===== config.mk =====
export PLATFORM = sky130hd
export DESIGN_NAME = axis_exp_adc_responder_flat
export DESIGN_NICKNAME = d
export VERILOG_FILES = /design/src/rtl/axis_exp_adc_responder_pkg.sv /design/src/rtl/axis_exp_adc_responder_if.sv /design/src/rtl/axis_exp_adc_responder_spi_sync_edge.sv /design/src/rtl/axis_exp_adc_responder.sv /design/src/flat_wrapper.sv
export SDC_FILE = /design/constraint.sdc
export NUM_CORES = 1
export LEC_CHECK = 0
export ABC_AREA = 1
export BUFFER_PORTS_ARGS = -buffer_cell sky130_fd_sc_hd__buf_4
export CORE_MARGIN = 1
export CORE_UTILIZATION = 50
export DETAILED_ROUTE_END_ITERATION = 16
export PLACE_DENSITY = 0.79
export RECOVER_POWER = 50
export SYNTH_ARGS = -nofsm -noshare
export SYNTH_HDL_FRONTEND = slang
export SYNTH_HIERARCHICAL = 1
export SYNTH_SLANG_ARGS = --single-unit

===== constraint.sdc =====
create_clock -name aclk -period 2.2 [get_ports aclk]
set_input_delay 0 -clock aclk [delete_from_list [all_inputs] [get_ports aclk]]
set_output_delay 0 -clock aclk [all_outputs]
set_load 0.01 [all_outputs]

===== src/rtl/axis_exp_adc_responder_pkg.sv =====
// axis_exp_adc_responder_pkg: mode encodings, command words and FSM states shared by the responder.
// Rev 1.0
`default_nettype none

package axis_exp_adc_responder_pkg;

  localparam logic MODE_CONV = 1'b0;
  localparam logic MODE_REG  = 1'b1;

  localparam logic [23:0] EXIT_REG  = {1'b1, 15'h0014, 8'h01};
  localparam logic [23:0] ENTER_REG = {3'b101, 21'b0};

  typedef enum logic [1:0] {
    ST_IDLE = 2'd0,
    ST_CNV  = 2'd1,
    ST_REG  = 2'd2
  } state_e;

endpackage

`default_nettype wire


===== src/rtl/axis_exp_adc_responder_if.sv =====
// axis_exp_adc_responder_if: AXI Stream tdata/tvalid/tready bundle with master and slave views.
// Rev 1.0
`default_nettype none

interface axis_exp_adc_responder_if #(
  parameter int DATA_WIDTH = 32
) ();
  logic [DATA_WIDTH-1:0] tdata;
  logic                  tvalid;
  logic                  tready;

  modport master (output tdata, output tvalid, input tready);
  modport slave  (input tdata, input tvalid, output tready);
endinterface

`default_nettype wire


===== src/rtl/axis_exp_adc_responder_spi_sync_edge.sv =====
// spi_sync_edge: 2-FF synchronizer for one SPI pin with rise/fall pulses on the synchronized level.
// Rev 1.0
`default_nettype none

module spi_sync_edge (
  input  wire logic clk,
  input  wire logic rst_n,
  input  wire logic d,
  output logic      level,
  output logic      rise,
  output logic      fall
);
  logic meta_q, meta_d;
  logic sync_q, sync_d;
  logic prev_q, prev_d;

  always_comb begin
    meta_d = d;
    sync_d = meta_q;
    prev_d = sync_q;
  end

  always_ff @(posedge clk or negedge rst_n) begin
    if (!rst_n) begin
      meta_q <= 1'b0;
      sync_q <= 1'b0;
      prev_q <= 1'b0;
    end else begin
      meta_q <= meta_d;
      sync_q <= sync_d;
      prev_q <= prev_d;
    end
  end

  assign level = sync_q;
  assign rise  = sync_q & ~prev_q;
  assign fall  = ~sync_q & prev_q;
endmodule

`default_nettype wire


===== src/rtl/axis_exp_adc_responder.sv =====
// axis_exp_adc_responder: SPI responder emulating a multi-lane ADC (conversion readout + register capture).
// Rev 1.0
`default_nettype none

module axis_exp_adc_responder
  import axis_exp_adc_responder_pkg::*;
#(
  parameter int NUM_SDI    = 4,
  parameter int DATA_WIDTH = 32,
  parameter int REG_WIDTH  = 24
) (
  input  wire logic                aclk,
  input  wire logic                aresetn,
  input  wire logic                spi_csn,
  input  wire logic                spi_sck,
  input  wire logic                spi_sdi,
  output logic [NUM_SDI-1:0]       spi_sdo,
  axis_exp_adc_responder_if.slave  s_axis,
  axis_exp_adc_responder_if.master m_axis,
  output logic                     reg_mode,
  output logic                     underrun,
  output logic                     overflow,
  output logic                     frame_error
);
  localparam logic [7:0]           REG_CNT  = 8'(REG_WIDTH);
  localparam logic [REG_WIDTH-1:0] ENTER_W  = REG_WIDTH'(ENTER_REG);
  localparam logic [REG_WIDTH-1:0] EXIT_W   = REG_WIDTH'(EXIT_REG);

  logic csn_lvl, csn_rise, csn_fall;
  logic sck_rise, sck_fall, sck_lvl_unused;
  logic sdi_lvl, sdi_rise_unused, sdi_fall_unused;

  spi_sync_edge u_csn (.clk(aclk), .rst_n(aresetn), .d(spi_csn),
                       .level(csn_lvl), .rise(csn_rise), .fall(csn_fall));
  spi_sync_edge u_sck (.clk(aclk), .rst_n(aresetn), .d(spi_sck),
                       .level(sck_lvl_unused), .rise(sck_rise), .fall(sck_fall));
  spi_sync_edge u_sdi (.clk(aclk), .rst_n(aresetn), .d(spi_sdi),
                       .level(sdi_lvl), .rise(sdi_rise_unused), .fall(sdi_fall_unused));

  state_e                  state_q, state_d;
  logic                    armed_q, armed_d;
  logic                    mode_q, mode_d;
  logic [DATA_WIDTH-1:0]   shift_q, shift_d;
  logic [DATA_WIDTH-1:0]   held_q, held_d;
  logic [REG_WIDTH-1:0]    rx_q, rx_d;
  logic [7:0]              cnt_q, cnt_d;
  logic [NUM_SDI-1:0]      sdo_q, sdo_d;
  logic                    tvalid_q, tvalid_d;
  logic [DATA_WIDTH-1:0]   tdata_q, tdata_d;
  logic                    underrun_q, underrun_d;
  logic                    overflow_q, overflow_d;
  logic                    ferr_q, ferr_d;
  logic                    s_ready;

  always_comb begin
    state_d    = state_q;
    armed_d    = armed_q | csn_lvl;
    mode_d     = mode_q;
    shift_d    = shift_q;
    held_d     = held_q;
    rx_d       = rx_q;
    cnt_d      = cnt_q;
    tvalid_d   = tvalid_q & ~m_axis.tready;
    tdata_d    = tdata_q;
    underrun_d = 1'b0;
    overflow_d = 1'b0;
    ferr_d     = 1'b0;
    s_ready    = 1'b0;

    if (state_q != ST_IDLE && sck_rise) begin
      rx_d = {rx_q[REG_WIDTH-2:0], sdi_lvl};
      if (cnt_q != 8'hFF) cnt_d = cnt_q + 8'd1;
    end

    case (state_q)
      ST_IDLE: begin
        // armed_q keeps a CSn left low across reset from being taken as a frame start
        if (csn_fall && armed_q) begin
          rx_d  = '0;
          cnt_d = '0;
          if (mode_q == MODE_REG) begin
            state_d = ST_REG;
          end else begin
            state_d = ST_CNV;
            if (s_axis.tvalid) begin
              s_ready = 1'b1;
              shift_d = s_axis.tdata;
              held_d  = s_axis.tdata;
            end else begin
              shift_d    = held_q;
              underrun_d = 1'b1;
            end
          end
        end
      end
      ST_CNV: begin
        if (csn_rise) begin
          state_d = ST_IDLE;
          if (cnt_q == REG_CNT && rx_q == ENTER_W) mode_d = MODE_REG;
        end else if (sck_fall) begin
          shift_d = shift_q << NUM_SDI;
        end
      end
      ST_REG: begin
        if (csn_rise) begin
          state_d = ST_IDLE;
          if (cnt_q == REG_CNT) begin
            // a handshake in this same cycle frees the slot, so only a stalled word overflows
            if (tvalid_q && !m_axis.tready) begin
              overflow_d = 1'b1;
            end else begin
              tvalid_d = 1'b1;
              tdata_d  = DATA_WIDTH'(rx_q);
            end
            if (rx_q == EXIT_W) mode_d = MODE_CONV;
          end else begin
            ferr_d = 1'b1;
          end
        end
      end
      default: state_d = ST_IDLE;
    endcase

    sdo_d = (state_d == ST_CNV) ? shift_d[DATA_WIDTH-1 -: NUM_SDI] : '0;
  end

  always_ff @(posedge aclk or negedge aresetn) begin
    if (!aresetn) begin
      state_q    <= ST_IDLE;
      armed_q    <= 1'b0;
      mode_q     <= MODE_CONV;
      shift_q    <= '0;
      held_q     <= '0;
      rx_q       <= '0;
      cnt_q      <= '0;
      sdo_q      <= '0;
      tvalid_q   <= 1'b0;
      tdata_q    <= '0;
      underrun_q <= 1'b0;
      overflow_q <= 1'b0;
      ferr_q     <= 1'b0;
    end else begin
      state_q    <= state_d;
      armed_q    <= armed_d;
      mode_q     <= mode_d;
      shift_q    <= shift_d;
      held_q     <= held_d;
      rx_q       <= rx_d;
      cnt_q      <= cnt_d;
      sdo_q      <= sdo_d;
      tvalid_q   <= tvalid_d;
      tdata_q    <= tdata_d;
      underrun_q <= underrun_d;
      overflow_q <= overflow_d;
      ferr_q     <= ferr_d;
    end
  end

  assign spi_sdo       = sdo_q;
  assign s_axis.tready = s_ready;
  assign m_axis.tvalid = tvalid_q;
  assign m_axis.tdata  = tdata_q;
  assign reg_mode      = mode_q;
  assign underrun      = underrun_q;
  assign overflow      = overflow_q;
  assign frame_error   = ferr_q;
endmodule

`default_nettype wire


===== src/flat_wrapper.sv =====
// flat-port wrapper written by rule: the top's interface ports become plain ports
module axis_exp_adc_responder_flat import axis_exp_adc_responder_pkg::*;
#(
  parameter int NUM_SDI    = 4,
  parameter int DATA_WIDTH = 32,
  parameter int REG_WIDTH  = 24
)
  (aclk, aresetn, spi_csn, spi_sck, spi_sdi, spi_sdo, reg_mode, underrun, overflow, frame_error, s_axis_tdata, s_axis_tvalid, s_axis_tready, m_axis_tdata, m_axis_tvalid, m_axis_tready);
  axis_exp_adc_responder_if #(.DATA_WIDTH(DATA_WIDTH)) s_axis_i ();
  axis_exp_adc_responder_if #(.DATA_WIDTH(DATA_WIDTH)) m_axis_i ();
  input  wire logic aclk;
  input  wire logic aresetn;
  input  wire logic spi_csn;
  input  wire logic spi_sck;
  input  wire logic spi_sdi;
  output logic [NUM_SDI-1:0] spi_sdo;
  output logic reg_mode;
  output logic underrun;
  output logic overflow;
  output logic frame_error;
  input wire logic [$bits(s_axis_i.tdata)-1:0] s_axis_tdata;
  input wire logic [$bits(s_axis_i.tvalid)-1:0] s_axis_tvalid;
  output wire logic [$bits(s_axis_i.tready)-1:0] s_axis_tready;
  output wire logic [$bits(m_axis_i.tdata)-1:0] m_axis_tdata;
  output wire logic [$bits(m_axis_i.tvalid)-1:0] m_axis_tvalid;
  input wire logic [$bits(m_axis_i.tready)-1:0] m_axis_tready;
  assign s_axis_i.tdata = s_axis_tdata;
  assign s_axis_i.tvalid = s_axis_tvalid;
  assign s_axis_tready = s_axis_i.tready;
  assign m_axis_tdata = m_axis_i.tdata;
  assign m_axis_tvalid = m_axis_i.tvalid;
  assign m_axis_i.tready = m_axis_tready;
  axis_exp_adc_responder #(.NUM_SDI(NUM_SDI), .DATA_WIDTH(DATA_WIDTH), .REG_WIDTH(REG_WIDTH)) u_core (.aclk(aclk), .aresetn(aresetn), .spi_csn(spi_csn), .spi_sck(spi_sck), .spi_sdi(spi_sdi), .spi_sdo(spi_sdo), .s_axis(s_axis_i), .m_axis(m_axis_i), .reg_mode(reg_mode), .underrun(underrun), .overflow(overflow), .frame_error(frame_error));
endmodule

# [Word level (Yosys, flattened, before mapping)]
# Cells that the tools add are included.
[word_totals] inputBits=39 wordCells=109 out_inout_bits=42 reg_bits=140
[classes] eq_ne=16 n_mux=43 add_sub_neg=1 n_bitwise=13 n_reduce_logical=14
[op_table] operator="$mux W32" count=5
[op_table] operator="$mux W24" count=3
[op_table] operator="$pmux W32 S2" count=1
[op_table] operator="$eq A24 B24 Y1 const B" count=2
[op_table] operator="$mux W8" count=4
[op_table] operator="$mux W1" count=24
[op_table] operator="$ne A2 B1 Y1 const B" count=7
[op_table] operator="$add A8 B1 Y8 const B" count=1
[op_table] operator="$eq A8 B5 Y1 const B" count=1
[op_table] operator="$ne A8 B8 Y1 const B" count=1
[op_table] operator="$not A1 Y1" count=7
[op_table] operator="$mux W2" count=3
[op_table] operator="$reduce_and A6 Y1" count=1
[op_table] operator="$reduce_bool A2 Y1" count=3
[op_table] operator="$and A1 B1 Y1" count=5
[op_table] operator="$reduce_and A5 Y1" count=1
[op_table] operator="$eq A2 B1 Y1 const B" count=2
[op_table] operator="$logic_and A1 B1 Y1" count=4
[op_table] operator="$mux W4" count=1
[op_table] operator="$ne A2 B2 Y1 const B" count=2
[op_table] operator="$pmux W2 S2" count=1
[op_table] operator="$reduce_and A4 Y1" count=1
[op_table] operator="$reduce_and A3 Y1" count=1
[op_table] operator="$eq A2 B2 Y1 const B" count=1
[op_table] operator="5 further kinds" count=5

# [Logic depth before layout (Yosys ltp)]
# Gate-level depths: netlist (run 1).
[depth] ltp_word=7 ltp_mapped=11 depth_no_buf=11

# [By module]
# The synthesis (run 1) kept the hierarchy.
[modules_own_cells] mod="axis_exp_adc_responder" cells_each=708 area_per_inst_um2=6018.3 seq_area_each_um2=3303.2 n_inst=1
[modules_own_cells] mod="spi_sync_edge" cells_each=7 area_per_inst_um2=90.1 seq_area_each_um2=75.1 n_inst=3

# [Least setup slack after synthesis (run 1)]
# No wires, ideal clock.
[synth_timing] path_kind="reg2reg" from="register u_core.state_q[1]" to="register u_core.sdo_q[0] (netlist: u_core/spi_sdo[0])" setup_ns=0.120 arrival_time_ns=1.403 stages_incl_launch_ff=11 setup_slack_ns=0.676 t_required_ns=2.080 path_buffers=1 cell_sequence="dfrtp_1 -> inv_1 -> ha_1 -> nand3_1 -> o21ai_1 -> nand2_2 -> inv_2 -> buf_6 -> nor2_1 -> nor2_1 -> nor2_1"
[synth_between] elab_chain_len=5 word_cells_on_any_way=10
[synth_lines] element="from (decl)" line="axis_exp_adc_responder.sv:40" text="state_e state_q, state_d;"
[synth_lines] element="from (signal assigned)" line="axis_exp_adc_responder.sv:143" text="state_q <= state_d;"
[synth_lines] element="$eq A2 B1 Y1 or $eq A2 B2 Y1 (tied branches)" line="axis_exp_adc_responder.sv:75" text="case (state_q)"
[synth_lines] element="$reduce_or A2 Y1 (no line)"
[synth_lines] element="$pmux W2 S2" line="axis_exp_adc_responder.sv:75"
[synth_lines] element="$eq A2 B1 Y1" line="axis_exp_adc_responder.sv:124" text="sdo_d = (state_d == ST_CNV) ? shift_d[DATA_WIDTH-1 -: NUM_SDI] : '0;"
[synth_lines] element="$mux W4 (*)" line="axis_exp_adc_responder.sv:124"
[synth_lines] element="named net u_core.sdo_d[0]" line="axis_exp_adc_responder.sv:47" text="logic [NUM_SDI-1:0] sdo_q, sdo_d;"
[synth_lines] element="to (signal assigned)" line="axis_exp_adc_responder.sv:150" text="sdo_q <= sdo_d;"
[synth_lines] element="to (decl)" line="axis_exp_adc_responder.sv:47"
# Mark *: on every way through the listed nets, which the timed path passes. The rest lies on a longest branch.
# A chain may end at the register's enable or synchronous reset.

# [Worst setup path in the final report (run 1)]
[layout_timing] from="register u_core.state_q[0]" to="output s_axis_tready"
[layout_between] elab_chain_len=2
[layout_lines] element="$logic_not A2 Y1" line="axis_exp_adc_responder.sv:75"
[layout_lines] element="$mux W1" line="axis_exp_adc_responder.sv:75"
[layout_lines] element="to (decl)" line="flat_wrapper.sv:23" text="output wire logic [$bits(s_axis_i.tready)-1:0] s_axis_tready;"
# Every way passes these cells.

==> results of run 1 <==
[registers in the layout, indices dropped and copies added, names as in the netlist, 2 cells and up]
name                 cells
u_core/spi_sdo           4
u_core/m_axis.tdata     24
u_core/held_q           32
u_core/state_q           2
u_core/shift_q          32
u_core/rx_q             24
u_core/cnt_q             8
[layer usage]
metal	GRT usage (%)	vias up
met2	33.7	129
met4	9.70	0
li1	-	2482
met1	29.4	2313
met3	5.21	25
met5	0	-
[final cells by class]
type | count | area (sq um) | area share, %
clock buffers | 22 | 494 | 6.34
well taps | 168 | 210 | 2.70
multi-input cells | 448 | 2140 | 27.4
repair buffers | 119 | 971 | 12.5
clock inverters | 8 | 90.1 | 1.16
flip-flops and latches | 140 | 3500 | 44.9
inverters | 103 | 390 | 5.01
[through the flow]
| step | power [uW] | instances | util (%) | setup slack (ns) |
|---|---|---|---|---|
| 3_3_place_gp | 5380 | 944 | 57.2 | 0.259 |
| 3_5_place_dp | 5460 | 944 | 57.2 | 0.217 |
| 6_report | 8280 | 1008 | 64.4 | 0.246 |
| 2_1_floorplan | 4930 | 731 | - | 0.676 |
| 4_1_cts | 8350 | 1008 | 64.8 | 0.174 |
| 5_1_grt | 8800 | 1008 | 64.4 | 0.101 |
[report_power, final]
| part | switching (uW) | total, uW | leakage, uW | internal [uW] |
|---|---|---|---|---|
| combinational | 1250 | 1970 | 0.00162 | 726 |
| clock | 1010 | 2810 | 0.000297 | 1790 |
| sequential | 267 | 3510 | 0.00184 | 3240 |
| total | 2530 | 8280 | 0.00376 | 5760 |
[repair_timing]
action / 4_1_cts / 5_1_grt
resized for setup: 0 / 1
hold buffers: 34 / 0
hold endpoints to repair: 190 / 0
setup endpoints to repair: 0 / 1
[final timing paths]
path | depth (start not counted) | slack (ns) | startpoint | end
setup / recovery | 8 | 0.25 | u_core/state_q[0] | s_axis_tready
hold / removal | 5 | 0.01 | s_axis_tdata[18] | u_core/held_q[18]
setup reg to reg | 9 | 0.35 | u_core/state_q[1] | u_core/spi_sdo[1]
hold reg to reg | 0 | 0.35 | u_core/u_sdi/meta_q | u_core/u_sdi/level
max in group asynchronous | 3 | 0.50 | aresetn | u_core/u_csn/prev_q
min in group asynchronous | 2 | 0.36 | aresetn | u_core/u_sdi/meta_q
[worst min-delay path, stage by stage]
cell and delay, ns:
sky130_fd_sc_hd__buf_4 0.08, sky130_fd_sc_hd__nand2_1 0.06, sky130_fd_sc_hd__o21ai_0 0.10, sky130_fd_sc_hd__nand2_2 0.08, sky130_fd_sc_hd__o21ai_0 0.07
==> impl_metrics.py, run 1 <==
metrics = {
    "outcome": {
        "result_of_the_run": "complete, no violations",
    },
    "worst_setup_path": {
        "crit_slowest_cell": "sky130_fd_sc_hd__dfrtp_1",
        "critical_path.startpoint_type": "flop",
        "worst-endpoint-arrival_ns": 1.95,
        "timing.critical_path.slowest_cell_delay_ns": 0.41,
        "critPathRequiredTime_ns": 2.20,
        "cp-end-kind": "primary output",
        "timing.critical_path.fanout_max": 12,
        "critical_path_buf_inv_count": 4,
        "critPathKind": "reg -> out",
        "cpLargestDelayFamily": "buffers and inverters",
        "crit_path_cells": "inv_1 > ha_1 > inv_2 > nor2_4 > nand2_2 > buf_4 > nor2_4 > buf_4",
    },
    "detailed_routing": {
        "routed_wirelength_um": 12900,
        "wl_met2_um": 5970,
        "routed-via-count": 4949,
        "post_drt_via_cell_ratio": 4.91,
        "drt-pass1-iter-count": 5,
        "drt-wirelength-per-cell_um": 12.8,
        "detail_route.wirelength.met1_um": 6040,
        "maxUsedRoutingLayer": "met4",
        "ant_nets": 0,
        "post-route-drc-count": 0,
        "detail_route_met3_wl_um": 581,
        "detailedRoute.firstIterationViolations": 270,
    },
    "clocking": {
        "cts_max_path_buffers": 2,
        "worst_skew_pair_latency_ns": 0.42,
        "cts_tree": "built",
        "clock-sinks": 140,
        "cts_buffers": 17,
        "htreeDepth": 4,
        "clock_tree.root_cell": "sky130_fd_sc_hd__clkbuf_16",
        "clk_pin_slew_ns": 0.06,
        "post-cts-setup-buffer-count": 0,
    },
    "floorplan": {
        "placementRows": 40,
        "design.core.area_sq_um": 12100,
        "fp.dieH_um": 114,
        "effective_utilization_at_floorplan_pct": 51.6,
        "pin_count": 81,
        "die-width_um": 114,
        "die_area_sq_um": 12900,
    },
    "global_route": {
        "first_global_vias": 4700,
        "maximum_number_of_pins_on_one_net_before_global_route_repair": 58,
        "antenna_found_initial": 0,
        "grt_util_all_layers_pct": 21.8,
        "grt_first_pass_wirelength_um": 21900,
        "globalRouteOverflowTotal": 0,
    },
    "timing": {
        "finalWorstPathRequiredPeriod_ns": 1.95,
        "setup_violations": 0,
        "max_slew_margin_pct": 20.7,
        "count_of_endpoints_failing_hold_in_the_final_timing_report": 0,
        "max_freq_mhz": 512,
        "layout_worst_path_cycle_share_pct": 88.8,
        "worst-slew-pin-transition_ns": 1.19,
        "fin_tns_setup_ns": 0,
        "clock-skew-final_ns": 0.00621,
        "rsz0062_at_grt": "false",
        "drv_slew": 0,
        "hold_ws_ns": 0.0116,
    },
    "finish": {
        "final_antenna_diode_count": 0,
        "final_layout_size_suffix_gt1_share_pct": 16.5,
        "finalNetCount": 874,
        "commonest_non_fill_non_tap_cell_in_the_layout": "sky130_fd_sc_hd__dfrtp_1",
        "synthesis_to_finish_area_growth_pct": 24.8,
        "final_cell_mix": "sky130_fd_sc_hd__dfrtp_1 (140), sky130_fd_sc_hd__nand2_1 (111), sky130_fd_sc_hd__o21ai_0 (101), sky130_fd_sc_hd__inv_1 (97), sky130_fd_sc_hd__nor2_1 (94)",
        "final_design_area_excluding_fillers_sq_um": 7800,
        "n_fill_cell": 1016,
    },
    "worst_hold_path": {
        "hold_path_class": "in -> reg",
    },
    "run": {
        "max_cap_viol_count": 0,
    },
    "placement": {
        "placed_area_sq_um": 6930,
        "finalWeightedCongestion": 0.768,
        "buffer_ports.inserted": 72,
        "detailedPlacementHpwl_um": 8020,
    },
    "power": {
        "worst_ir_drop_vdd_uv": 526,
        "power_per_cell_area_nw_per_um2": 1060,
        "leakagePower_uw": 0.00376,
    },
    "synthesis": {
        "post_synth.cell_area_avg_sq_um": 8.63,
        "yosysWarnings": 6,
        "synth_cell_area_sq_um": 6250,
        "post_synthesis_cell_count": 724,
    },
}
No activity file was read; power rests on OpenSTA's default activity.
==> run 2: changes to the inputs <==
CORE_UTILIZATION = 55   (was 50)
GPL_TIMING_DRIVEN = 0   (was unset)
PLACE_DENSITY = 0.84   (was 0.79)
==> impl_metrics.py, run 2 (synthesized netlist as in run 1, its figures left out) <==
metrics = {
    "outcome": {
        "result_of_the_run": "complete, no violations",
    },
    "detailed_routing": {
        "routed-via-count": 5395,
        "post_drt_via_cell_ratio": 5.37,
        "drt-pass1-iter-count": 6,
        "detailedRoute.firstIterationViolations": 473,
        "post-route-drc-count": 0,
        "ant_nets": 0,
        "routed_wirelength_um": 15300,
        "drt-wirelength-per-cell_um": 15.2,
    },
    "clocking": {
        "clk_pin_slew_ns": 0.06,
        "post-cts-setup-buffer-count": 0,
        "cts_buffers": 17,
        "htreeDepth": 4,
        "worst_skew_pair_latency_ns": 0.42,
        "clock-sinks": 140,
        "cts_max_path_buffers": 2,
        "clock_tree.root_cell": "sky130_fd_sc_hd__clkbuf_16",
        "cts_tree": "built",
    },
    "finish": {
        "commonest_non_fill_non_tap_cell_in_the_layout": "sky130_fd_sc_hd__dfrtp_1",
        "finalNetCount": 895,
        "synthesis_to_finish_area_growth_pct": 24.0,
        "final_cell_mix": "sky130_fd_sc_hd__dfrtp_1 (140), sky130_fd_sc_hd__nand2_1 (111), sky130_fd_sc_hd__o21ai_0 (101), sky130_fd_sc_hd__inv_1 (97), sky130_fd_sc_hd__nor2_1 (94)",
        "reg_top3": "u_core/held_q (32), u_core/shift_q (32)",
        "area.sequential_sq_um": 3500,
        "n_fill_cell": 776,
        "instances_no_fill": 1004,
        "multi_input_area_sq_um": 2140,
        "final_layout_size_suffix_gt1_share_pct": 15.2,
    },
    "timing": {
        "fin_tns_setup_ns": 0,
        "clock-skew-final_ns": 0.00603,
        "rsz0062_at_grt": "false",
        "finalWorstSetupSlack_ns": 0.194,
        "count_of_endpoints_failing_hold_in_the_final_timing_report": 0,
        "hold_ws_ns": 0.0148,
        "max_freq_mhz": 498,
        "layout_worst_path_cycle_share_pct": 91.2,
        "finalWorstPathRequiredPeriod_ns": 2.01,
        "max_slew_margin_pct": 36.5,
        "worst-slew-pin-transition_ns": 0.952,
        "drv_slew": 0,
        "setup_violations": 0,
    },
    "floorplan": {
        "design.core.area_sq_um": 10900,
        "placementRows": 38,
        "die-width_um": 109,
        "die_area_sq_um": 11800,
        "fp.dieH_um": 109,
        "pin_count": 81,
        "effective_utilization_at_floorplan_pct": 57.1,
    },
    "global_route": {
        "first_global_vias": 5410,
        "globalRouteOverflowTotal": 0,
        "antenna_found_initial": 0,
        "grt_util_all_layers_pct": 28.5,
        "grt_first_pass_wirelength_um": 25300,
        "maximum_number_of_pins_on_one_net_before_global_route_repair": 102,
    },
    "power": {
        "power.total_uw": 8480,
        "leakagePower_uw": 0.00371,
        "power_per_cell_area_nw_per_um2": 1090,
        "worst_ir_drop_vdd_uv": 649,
    },
    "placement": {
        "finalWeightedCongestion": 0.861,
        "detailedPlacementHpwl_um": 9830,
        "place_ws_ns": 0.345,
        "buffer_ports.inserted": 71,
        "placedCellCount": 943,
    },
    "worst_setup_path": {
        "worst_path_depth": 7,
        "cpLargestDelayFamily": "buffers and inverters",
        "critPathKind": "reg -> reg",
        "critical_path.startpoint_type": "flop",
        "worst-endpoint-arrival_ns": 2.30,
        "timing.critical_path.slowest_cell_delay_ns": 0.41,
        "critical_path_buf_inv_count": 3,
        "crit_path_cells": "inv_1 > ha_1 > nand3_1 > clkinv_1 > clkbuf_1 > a21oi_1 > a21oi_2",
        "critPathRequiredTime_ns": 2.49,
        "timing.critical_path.fanout_max": 10,
        "cp-end-kind": "flop",
        "worst-r2r-cell-count": 7,
        "crit_slowest_cell": "sky130_fd_sc_hd__dfrtp_1",
    },
    "run": {
        "max_cap_viol_count": 0,
    },
    "worst_hold_path": {
        "hold_depth": 5,
        "hold_path_class": "in -> reg",
    },
}
## run 2: cell types whose count changed in the layout (fill, tap and decap cells not counted)
cell,delta
sky130_fd_sc_hd__diode_2,+1
sky130_fd_sc_hd__clkinv_4,+3
sky130_fd_sc_hd__clkinv_1,+1
sky130_fd_sc_hd__clkbuf_8,-3
sky130_fd_sc_hd__buf_6,+7
sky130_fd_sc_hd__clkbuf_4,-2
sky130_fd_sc_hd__clkbuf_1,+36
sky130_fd_sc_hd__inv_6,+3
sky130_fd_sc_hd__clkinvlp_4,+2
sky130_fd_sc_hd__dlygate4sd3_1,-6
sky130_fd_sc_hd__buf_2,+15
sky130_fd_sc_hd__clkinv_2,-6
sky130_fd_sc_hd__buf_12,-2
sky130_fd_sc_hd__buf_4,-25
## run 2: through the flow
stage                     instance area [sq um]  utilization [%]
after floorplan                            6270                -
after global placement                     6980             63.9
after detailed placement                   7010             64.1
after CTS                                  7890             72.2
after global routing                       7750             70.8
final                                      7750             70.9
## run 2: tightest hold or removal path, stage by stage
cell	delay, ns
sky130_fd_sc_hd__buf_4	0.08
sky130_fd_sc_hd__nand2_1	0.05
sky130_fd_sc_hd__o21ai_0	0.11
sky130_fd_sc_hd__nand2_2	0.09
sky130_fd_sc_hd__o21ai_0	0.07
## run 2: metal layers
metal	GRT usage, %	routed length (um)	up-vias
met1	36.5	6310	2579
li1	-	-	2532
met4	12.6	394	0
met2	47.0	7600	245
met5	0	0	-
met3	5.42	986	39
## run 2: timing repair
item                                   in CTS  in global routing
hold buffers                               28                  0
gates resized for setup                     0                  0
endpoints found under the hold margin     172                  0
## run 2: worst paths after layout
check                                     from                       to  slack, ns
setup / recovery             u_core/state_q[1]       u_core/shift_q[19]       0.19
hold / removal                s_axis_tdata[20]        u_core/held_q[20]       0.01
setup reg to reg             u_core/state_q[1]       u_core/shift_q[19]       0.19
hold reg to reg            u_core/u_sdi/meta_q       u_core/u_sdi/level       0.35
max in group asynchronous              aresetn        u_core/held_q[17]       0.54
min in group asynchronous              aresetn  u_core/m_axis.tdata[15]       0.26
## run 2: final cells by class
type                    count  share of cell area (%)
plain buffers              40                    3.20
flip-flops and latches    140                    45.2
inverters                 103                    4.99
clock buffers              21                    5.94
multi-input cells         448                    27.6
clock inverters            11                    1.74
well taps                 140                    2.26
repair buffers            100                    9.06
diodes                      1                  0.0323
## run 2: power by group
part	leakage [uW]	total (uW)	switching, uW	internal (uW)
logic	0.00158	2110	1380	731
registers	0.00184	3540	296	3240
clock network	0.000281	2830	1090	1740
